### config.mk
export PLATFORM = sky130hd
export DESIGN_NAME = alu_share_arbiter_flat
export DESIGN_NICKNAME = d
export VERILOG_FILES = /design/src/rtl/alu_pkg.sv /design/src/rtl/alu_share_arbiter_if.sv /design/src/rtl/alu_share_arbiter_rr_pick.sv /design/src/rtl/alu_share_arbiter.sv /design/src/flat_wrapper.sv
export SDC_FILE = /design/constraint.sdc
export NUM_CORES = 1
export LEC_CHECK = 0
export BUFFER_PORTS_ARGS = -buffer_cell sky130_fd_sc_hd__buf_2
export CAP_MARGIN = 0
export CORE_MARGIN = 4
export CORE_UTILIZATION = 48
export DETAILED_ROUTE_END_ITERATION = 16
export PLACE_DENSITY = 0.76
export SYNTH_ARGS = -nofsm -noshare
export SYNTH_HDL_FRONTEND = slang
export SYNTH_SLANG_ARGS = --single-unit
### constraint.sdc
create_clock -name Clock -period 4.3 [get_ports Clock]
set_clock_uncertainty 0.2 [all_clocks]
set_input_delay 0.215 -clock Clock [delete_from_list [all_inputs] [get_ports Clock]]
set_output_delay 0.215 -clock Clock [all_outputs]
set_load 0.02 [all_outputs]
### src/rtl/alu_pkg.sv
// Shared definitions for the ALU-sharing arbiter: op codes, FSM state
// encoding and default widths.
package alu_pkg;

    localparam int ALU_N_DEF = 4;
    localparam int ALU_W_DEF = 4;
    localparam int ALU_S_W   = 3;

    typedef enum logic [ALU_S_W-1:0] {
        OP_ZERO  = 3'd0,
        OP_BSUBA = 3'd1,
        OP_ASUBB = 3'd2,
        OP_ADD   = 3'd3,
        OP_XOR   = 3'd4,
        OP_OR    = 3'd5,
        OP_AND   = 3'd6,
        OP_ONES  = 3'd7
    } alu_op_e;

    typedef enum logic [0:0] {
        ST_ARB  = 1'b0,
        ST_EXEC = 1'b1
    } arb_state_e;

endpackage

### src/rtl/alu_share_arbiter_if.sv
// Bus between the requesting units, the arbiter and the shared ALU.
// Optional macro ALU_ARB_LOCK_EN adds the per-requester Lock input.
//
// Handshake: Req[k] is a level "valid"; the requester holds Req and its
// OpS/OpA/OpB fields stable until it sees Done[k], and drops Req in that
// same cycle. Done[k] is the one-cycle completion strobe (there is no
// separate ready); Result is valid whenever Done is nonzero.
interface alu_share_arbiter_if
    #(parameter int N = alu_pkg::ALU_N_DEF,
      parameter int W = alu_pkg::ALU_W_DEF);
    import alu_pkg::*;

    logic [N-1:0]       Req;
    logic [3*N-1:0]     OpS;
    logic [W*N-1:0]     OpA;
    logic [W*N-1:0]     OpB;
    logic [2:0]         AluS;
    logic [W-1:0]       AluA;
    logic [W-1:0]       AluB;
    logic [W-1:0]       AluF;
    logic [N-1:0]       Grant;
    logic [N-1:0]       Done;
    logic [W-1:0]       Result;
    logic               Busy;
    arb_state_e         dbg_state;
`ifdef ALU_ARB_LOCK_EN
    logic [N-1:0]       Lock;

    modport master (output Req, OpS, OpA, OpB, AluF, Lock,
                    input  AluS, AluA, AluB, Grant, Done, Result, Busy, dbg_state);
    modport slave  (input  Req, OpS, OpA, OpB, AluF, Lock,
                    output AluS, AluA, AluB, Grant, Done, Result, Busy, dbg_state);
`else
    modport master (output Req, OpS, OpA, OpB, AluF,
                    input  AluS, AluA, AluB, Grant, Done, Result, Busy, dbg_state);
    modport slave  (input  Req, OpS, OpA, OpB, AluF,
                    output AluS, AluA, AluB, Grant, Done, Result, Busy, dbg_state);
`endif

endinterface

### src/rtl/alu_share_arbiter_rr_pick.sv
// Combinational round-robin picker: first set req bit at or after ptr,
// wrapping past N-1 back to 0.
module rr_pick #(
    parameter  int N  = 4,
    localparam int IW = $clog2(N)
) (
    input  logic [N-1:0]  req,
    input  logic [IW-1:0] ptr,
    output logic [N-1:0]  gnt,
    output logic [IW-1:0] idx,
    output logic          vld
);

    logic [IW-1:0] k;

    // Scan N positions starting at ptr; the first hit wins.
    always_comb begin
        gnt = '0;
        idx = '0;
        vld = 1'b0;
        k   = '0;
        for (int i = 0; i < N; i++) begin
            k = IW'((int'(ptr) + i) % N);
            if (!vld && req[k]) begin
                vld    = 1'b1;
                idx    = k;
                gnt[k] = 1'b1;
            end
        end
    end

endmodule

### src/rtl/alu_share_arbiter.sv
// Shares one combinational ALU among N requesters. ARB picks a winner and
// registers its op onto the ALU inputs; EXEC captures AluF into Result and
// pulses Done to the winner. Optional macro ALU_ARB_LOCK_EN lets the
// previous winner keep the ALU while it holds Lock.
module alu_share_arbiter
    import alu_pkg::*;
#(
    parameter  int N  = ALU_N_DEF,
    parameter  int W  = ALU_W_DEF,
    localparam int IW = $clog2(N)
) (
    input logic                  Clock,
    input logic                  Resetn,
    alu_share_arbiter_if.slave   bus
);

    arb_state_e    state_q, state_d;
    logic [IW-1:0] ptr_q, ptr_d;
    logic [N-1:0]  grant_q, grant_d;
    logic [N-1:0]  done_q, done_d;
    logic [W-1:0]  result_q, result_d;
    logic          busy_q, busy_d;
    logic [2:0]    alu_s_q, alu_s_d;
    logic [W-1:0]  alu_a_q, alu_a_d;
    logic [W-1:0]  alu_b_q, alu_b_d;

    logic [N-1:0]  pick_gnt;
    logic [IW-1:0] pick_idx;
    logic          pick_vld;
    logic          lock_hit;
    logic [IW-1:0] win_idx;
    logic [N-1:0]  win_gnt;

    rr_pick #(.N(N)) u_pick (
        .req (bus.Req),
        .ptr (ptr_q),
        .gnt (pick_gnt),
        .idx (pick_idx),
        .vld (pick_vld)
    );

`ifdef ALU_ARB_LOCK_EN
    logic [IW-1:0] prev_q, prev_d;
    logic          prev_vld_q, prev_vld_d;

    // A locked previous winner that is still requesting overrides the picker.
    assign lock_hit = prev_vld_q & bus.Req[prev_q] & bus.Lock[prev_q];
    assign win_idx  = lock_hit ? prev_q : pick_idx;
    assign win_gnt  = lock_hit ? (N'(1) << prev_q) : pick_gnt;

    // Remember who won the last grant; invalid until the first grant.
    always_comb begin
        prev_d     = prev_q;
        prev_vld_d = prev_vld_q;
        if (state_q == ST_ARB && pick_vld) begin
            prev_d     = win_idx;
            prev_vld_d = 1'b1;
        end
    end

    // Previous-winner register.
    always_ff @(posedge Clock or negedge Resetn) begin
        if (!Resetn) begin
            prev_q     <= '0;
            prev_vld_q <= 1'b0;
        end else begin
            prev_q     <= prev_d;
            prev_vld_q <= prev_vld_d;
        end
    end
`else
    assign lock_hit = 1'b0;
    assign win_idx  = pick_idx;
    assign win_gnt  = pick_gnt;
`endif

    // Next-state and output logic for the ARB/EXEC sequencer.
    always_comb begin
        state_d  = state_q;
        ptr_d    = ptr_q;
        grant_d  = grant_q;
        done_d   = '0;
        result_d = result_q;
        busy_d   = busy_q;
        alu_s_d  = alu_s_q;
        alu_a_d  = alu_a_q;
        alu_b_d  = alu_b_q;
        case (state_q)
            ST_ARB: begin
                grant_d = '0;
                busy_d  = 1'b0;
                if (pick_vld) begin
                    alu_s_d = bus.OpS[int'(win_idx)*3 +: 3];
                    alu_a_d = bus.OpA[int'(win_idx)*W +: W];
                    alu_b_d = bus.OpB[int'(win_idx)*W +: W];
                    grant_d = win_gnt;
                    busy_d  = 1'b1;
                    state_d = ST_EXEC;
                    // A locked re-grant leaves the rotation untouched.
                    if (!lock_hit) begin
                        ptr_d = (pick_idx == IW'(N-1)) ? '0 : pick_idx + 1'b1;
                    end
                end
            end
            ST_EXEC: begin
                result_d = bus.AluF;
                done_d   = grant_q;
                grant_d  = '0;
                busy_d   = 1'b0;
                state_d  = ST_ARB;
            end
            default: state_d = ST_ARB;
        endcase
    end

    // Sequencer, pointer, ALU input and result registers.
    always_ff @(posedge Clock or negedge Resetn) begin
        if (!Resetn) begin
            state_q  <= ST_ARB;
            ptr_q    <= '0;
            grant_q  <= '0;
            done_q   <= '0;
            result_q <= '0;
            busy_q   <= 1'b0;
            alu_s_q  <= '0;
            alu_a_q  <= '0;
            alu_b_q  <= '0;
        end else begin
            state_q  <= state_d;
            ptr_q    <= ptr_d;
            grant_q  <= grant_d;
            done_q   <= done_d;
            result_q <= result_d;
            busy_q   <= busy_d;
            alu_s_q  <= alu_s_d;
            alu_a_q  <= alu_a_d;
            alu_b_q  <= alu_b_d;
        end
    end

    assign bus.AluS      = alu_s_q;
    assign bus.AluA      = alu_a_q;
    assign bus.AluB      = alu_b_q;
    assign bus.Grant     = grant_q;
    assign bus.Done      = done_q;
    assign bus.Result    = result_q;
    assign bus.Busy      = busy_q;
    assign bus.dbg_state = state_q;

endmodule
### src/flat_wrapper.sv
// flat-port wrapper written by rule: the top's interface ports become plain ports
module alu_share_arbiter_flat import alu_pkg::*;
#(
    parameter  int N  = ALU_N_DEF,
    parameter  int W  = ALU_W_DEF,
    localparam int IW = $clog2(N)
)
  (Clock, Resetn, bus_Req, bus_OpS, bus_OpA, bus_OpB, bus_AluF, bus_AluS, bus_AluA, bus_AluB, bus_Grant, bus_Done, bus_Result, bus_Busy, bus_dbg_state);
  alu_share_arbiter_if #(.N(N), .W(W)) bus_i ();
  input logic Clock;
  input logic Resetn;
  input wire logic [$bits(bus_i.Req)-1:0] bus_Req;
  input wire logic [$bits(bus_i.OpS)-1:0] bus_OpS;
  input wire logic [$bits(bus_i.OpA)-1:0] bus_OpA;
  input wire logic [$bits(bus_i.OpB)-1:0] bus_OpB;
  input wire logic [$bits(bus_i.AluF)-1:0] bus_AluF;
  output wire logic [$bits(bus_i.AluS)-1:0] bus_AluS;
  output wire logic [$bits(bus_i.AluA)-1:0] bus_AluA;
  output wire logic [$bits(bus_i.AluB)-1:0] bus_AluB;
  output wire logic [$bits(bus_i.Grant)-1:0] bus_Grant;
  output wire logic [$bits(bus_i.Done)-1:0] bus_Done;
  output wire logic [$bits(bus_i.Result)-1:0] bus_Result;
  output wire logic [$bits(bus_i.Busy)-1:0] bus_Busy;
  output wire logic [$bits(bus_i.dbg_state)-1:0] bus_dbg_state;
  assign bus_i.Req = bus_Req;
  assign bus_i.OpS = bus_OpS;
  assign bus_i.OpA = bus_OpA;
  assign bus_i.OpB = bus_OpB;
  assign bus_i.AluF = bus_AluF;
  assign bus_AluS = bus_i.AluS;
  assign bus_AluA = bus_i.AluA;
  assign bus_AluB = bus_i.AluB;
  assign bus_Grant = bus_i.Grant;
  assign bus_Done = bus_i.Done;
  assign bus_Result = bus_i.Result;
  assign bus_Busy = bus_i.Busy;
  assign bus_dbg_state = bus_i.dbg_state;
  alu_share_arbiter #(.N(N), .W(W)) u_core (.Clock(Clock), .Resetn(Resetn), .bus(bus_i));
endmodule
**Word-level counts from Yosys, hierarchy flattened**

Cells that the tools add are included.

- Add/sub/neg operators: 4
- Multipliers: 1
- Order comparisons: 8
- Eq/ne operators: 1
- Shift-type cells: 3
- Mux-type cells: 34
- Bitwise logic cells: 4
- Reductions and logical operators: 11

Operator list:

| operator | number |
|---|---|
| $shiftx A12 B32 Y3 | 1 |
| $shiftx A16 B5 Y4 | 2 |
| $mux W4 | 6 |
| $mux W1 | 13 |
| $lt A2 B3 Y1 const B | 4 |
| $or A4 B4 Y4 | 3 |
| $mux W2 | 5 |
| $bmux W1 S2 | 4 |
| $demux W1 S2 | 4 |
| $ge A2 B1 Y1 const B | 4 |
| $pmux W4 S2 | 1 |
| $logic_and A1 B1 Y1 | 7 |
| $add A2 B1 Y2 const B | 2 |
| $add A2 B2 Y2 const B | 2 |
| $mul A2 B2 Y4 const B | 1 |
| $logic_not A1 Y1 | 3 |
| $eq A2 B2 Y1 const B | 1 |
| $pmux W1 S2 | 1 |
| $reduce_and A2 Y1 | 1 |
| $not A1 Y1 | 1 |

- Bits in registers: 26
- Bits of input ports: 54
- Output and inout port bits: 25
- Logic and storage cells: 74

**Depth between registers and ports, before layout**

- Word-level depth: 14
- Gate-level depth with buffers: 11
- Depth with buffers taken out: 8

**By module**

A second synthesis with hierarchy kept.

- Cells, all modules: 116
- Area, all modules: 1669.1 um2

By module, submodules not included:

| module | instances | cells an instance | area each (um2) | sequential area each (um2) |
|---|---|---|---|---|
| alu_share_arbiter | 1 | 71 | 1247.4 | 650.6 |
| rr_pick | 1 | 45 | 421.7 | 0.0 |

**Worst setup path before layout**

OpenSTA, ideal clock, no wires.

- Path type: register to register
- Start point: register u_core.ptr_q[0]
- End point: register u_core.alu_a_q[1], in the netlist u_core.bus.AluA[1]
- Library setup time: 135 ps
- Arrival: 2819 ps
- Required time: 3965 ps
- Setup slack: 1146 ps
- Cell stages (with the launch flop): 11
- Path buffers: 3
- Clock period less this slack: 3154 ps
- Cell sequence: dfrtp_1 -> buf_2 -> inv_1 -> ha_1 -> buf_2 -> or3_1 -> o311ai_1 -> o21ai_1 -> buf_2 -> a211oi_1 -> o31ai_1

- Longest elaborated chain between the ends: 13
- Elaborated cells on any way between the ends: 27
- Classes of those cells: add/sub: 3; shift: 1; mux: 16; reduce/logical: 7

RTL lines:

| element | line | RTL |
|---|---|---|
| from (decl) | alu_share_arbiter.sv:18 | `logic [IW-1:0] ptr_q, ptr_d;` |
| from (signal assigned) | alu_share_arbiter.sv:130 | `ptr_q <= ptr_d;` |
| parallel branches: the longest is 13 deep, another holds $add A2 B1 Y2 | n/a |  |
| to (signal assigned) | alu_share_arbiter.sv:136 | `alu_a_q <= alu_a_d;` |
| to (decl) | alu_share_arbiter.sv:24 | `logic [W-1:0] alu_a_q, alu_a_d;` |

Several ways; the timed one is not identified. The select of a mux whose other input is x is not followed.
A chain may end at the register's enable or synchronous reset.

**Worst setup path in the final report**

- Start point: register u_core.ptr_q[1]
- End point: register u_core.alu_b_q[1], in the netlist u_core.bus.AluB[1]

- Longest elaborated chain between the ends: 13
- Elaborated cells on any way between the ends: 27
- Classes of those cells: add/sub: 3; shift: 1; mux: 16; reduce/logical: 7

RTL lines:

| element | line | RTL |
|---|---|---|
| parallel branches: the longest is 13 deep, another holds $add A2 B1 Y2 | n/a |  |
| to (signal assigned) | alu_share_arbiter.sv:137 | `alu_b_q <= alu_b_d;` |
| to (decl) | alu_share_arbiter.sv:25 | `logic [W-1:0] alu_b_q, alu_b_d;` |

Several ways; the timed one is not identified. The select of a mux whose other input is x is not followed.

==> flow_summary.ini <==
[global_routing]
gr-usage-met2 = 0.289
grt_use_met1 = 0.286
grt_pass1_wl_um = 7870
grt_pass1_vias = 1703
grt_usage = 0.196
antenna_found_initial = 0
grt_max_degree = 28
grt_busiest_layer = met2
grtUsageMet3 = 0.0259
grt_overflow_total = 0

[logic_synthesis]
synth_adder_area_share = 0.0543
ys_seq_area_frac = 0.353
synth_edf_count = 0
synthArstFlopShare = 1.00
synth_area_leaders = dfrtp_1 (35%), a211oi_1 (8.1%), and3_1 (7.5%), ha_1 (5.4%), mux2_2 (4.3%)
synth_cell_types = 41
synth_area_leader_cell = dfrtp_1
synth-main-ff-cell = dfrtp_1
yosys.area_share.simple = 0.187
synth_area_um2 = 1840
synth_compound_area_frac = 0.241
synth_xor_area_frac = 0.00475
ys_ff_latch = 26
syn_area_per_cell_um2 = 9.46
yosys.area.top_type_share = 0.353
syn_nets = 257
syn_inst = 195
yosysWarnings = 0
synthMuxAreaShare = 0.0957
synth_top_family_by_area = compound AO/OA/AOI/OAI gates

[timing]
clock.fmax_mhz = 274
max_slew.worst_pin.slew_ns = 0.973
hold_viol = 0
rsz0062_at_grt = no
setup_viol_count_final = 0
fin_crit_ns = 3.64
holdWs_ns = 0.0781
tns_ns = 0
min_period_over_period = 0.848
slew_viol_final = 0
relSlewSlack = 0.347

[detailed_routing]
dr.pass1.iters = 4
vias_per_cell = 5.70
drt-total-wl_um = 4620
drc = 0
drt_iter0_drc = 90
antenna_left = 0
wl_per_cell_um = 14.8
vias = 1778

[critical_path]
reg2reg_slack_ns = 0.66
arrival_ns = 3.57
worstPathMaxFanout = 13
cp-start-kind = flip-flop
cp-end-kind = flip-flop
worstPathRequired_ns = 4.22
crit_type = reg -> reg
r2r_cells = 7
r2r-start = u_core.ptr_q[1]
r2r-end = u_core.bus.AluB[1]

[clocking]
cts_max_level = 1
clock_sinks = 26
numCtsBuffers = 3
cts_tree = built
clkTransAtPathRegs_ns = 0.09
clockBufferDepth = 2
clock_latency_ns = 0.27
post_cts_buffers = 0
cts_root_buf = clkbuf_8

[final_layout]
drive_above_1_share = 0.371
finish.utilization = 0.628
fill_cells = 321
nNetsFinal = 327
num_antenna_cells = 0
syn2layout_area_growth_pct = 25.5
post-route-cell-area_um2 = 2310

[floorplanning]
num_rows = 22
fp.dieH_um = 70.0
dieArea_um2 = 4900
core_um2 = 3690
start_util = 0.500
ioPinCount = 79
die_x_um = 70.0

[min_path]
hp-class = in -> reg
min_from = bus_OpS[6]
hold_end = u_core.bus.AluS[0]
worstHoldPathCells = 3

[power]
powerDensity_nw_per_um2 = 740
ir_drop_mv = 0.453
p_leak_nw = 1.15

[place]
hpwl_um = 3510
place.gp.congestion = 0.779
io_buffer_count = 78
place_area_um2 = 2210

[run_status]
status = finished, final reports clean

[flow_run]
maxCapViolations = 0
[report_power, final]
group | switching [W] | internal (W) | leakage (nW)
logic | 0.000694 | 0.000455 | 0.795
clock network | 0.0000734 | 0.0000818 | 0.0288
registers | 0.0000636 | 0.000344 | 0.325
total | 0.000831 | 0.000882 | 1.15
[state kept, by name, indices dropped and copies added, names as in the netlist]
register	count
u_core.bus.AluA	4
u_core.bus.AluB	4
u_core.bus.Done	4
u_core.bus.Grant	4
u_core.bus.Result	4
u_core.bus.AluS	3
u_core.ptr_q	2
u_core.bus.dbg_state	1
[cells in the final DEF (no fill, tap or decap), types with 2 or more instances in the layout]
cell,count
mux2_2,7
a221oi_1,4
mux2i_1,3
and3_1,22
o21a_1,2
mux4_2,3
buf_4,3
nor2_1,15
a22oi_1,4
nand2_1,14
inv_1,3
a211oi_1,20
o21ai_1,2
nor2b_1,2
nor3b_1,3
o31ai_1,10
a21oi_1,4
o21ai_0,2
dfrtp_1,26
dlygate4sd3_1,5
ha_1,8
and2_1,4
clkbuf_8,4
buf_2,78
[synthesized netlist by cell type (3+ instances only)]
master    count
a211oi_1     20
a21oi_1       4
a221oi_1      4
a22oi_1       4
and2_1        4
and3_1       22
buf_2         9
clkbuf_1      7
dfrtp_1      26
ha_1          8
inv_1         3
mux2_2        7
mux2i_1       3
mux4_2        3
nand2_1      14
nor2_1       15
nor3b_1       3
o31ai_1      10
[layer usage]
| metal | up-vias | routed length [um] |
|---|---|---|
| met2 | 81 | 2100 |
| li1 | 872 | - |
| met4 | 0 | 87 |
| met5 | - | 0 |
| met1 | 815 | 2130 |
| met3 | 10 | 301 |
[worst max-delay path, stage by stage, from the launching register on]
cell and delay [ns]:
dfrtp_1 0.60, inv_1 0.18, ha_1 0.45, or3_1 0.38, o311ai_1 0.63, o21ai_1 0.52, a211oi_1 0.42, o31ai_1 0.12
[layout make-up]
| cell class | count | area, um^2 | area share |
|---|---|---|---|
| inverters | 3 | 11.3 | 0.00486 |
| repair buffers | 86 | 463 | 0.200 |
| multi-input cells | 145 | 1070 | 0.464 |
| clock buffers | 4 | 55.1 | 0.0238 |
| well taps | 48 | 60.1 | 0.0259 |
| flip-flops and latches | 26 | 651 | 0.281 |
[logic make-up after synthesis]
logic type,count (synthesis)
AND/OR/NAND/NOR,66
AO/OA/AOI/OAI,57
flip-flops,26
buffers and inverters,24
multiplexers,13
adder cells (fa/ha/maj),8
XOR/XNOR,1
[what timing repair did]
action	CTS	global route
gates resized for setup	0	0
hold buffers	5	0
endpoints found under the hold margin	30	0
[through the flow]
step           power [W]  setup WS [ns]  instances
5_1_grt          0.00187          0.463        312
2_1_floorplan    0.00130           1.15        195
4_1_cts          0.00172          0.762        312
3_3_place_gp     0.00154          0.879        303
3_5_place_dp     0.00156          0.755        303
6_report         0.00171          0.655        312
[worst max path at each step]
stage               startpoint            endpoint  slack [ns]  depth (start not counted)
2_1_floorplan  u_core.ptr_q[0]  u_core.bus.AluA[1]        1.15                         10
3_3_place_gp   u_core.ptr_q[1]  u_core.bus.AluB[2]        0.88                          7
3_5_place_dp   u_core.ptr_q[1]  u_core.bus.AluB[1]        0.76                          7
4_1_cts        u_core.ptr_q[1]  u_core.bus.AluB[1]        0.76                          7
5_1_grt        u_core.ptr_q[1]  u_core.bus.AluB[1]        0.46                          7
6_report       u_core.ptr_q[1]  u_core.bus.AluB[1]        0.66                          7
Note: power is estimated with default switching activity, not from simulation.
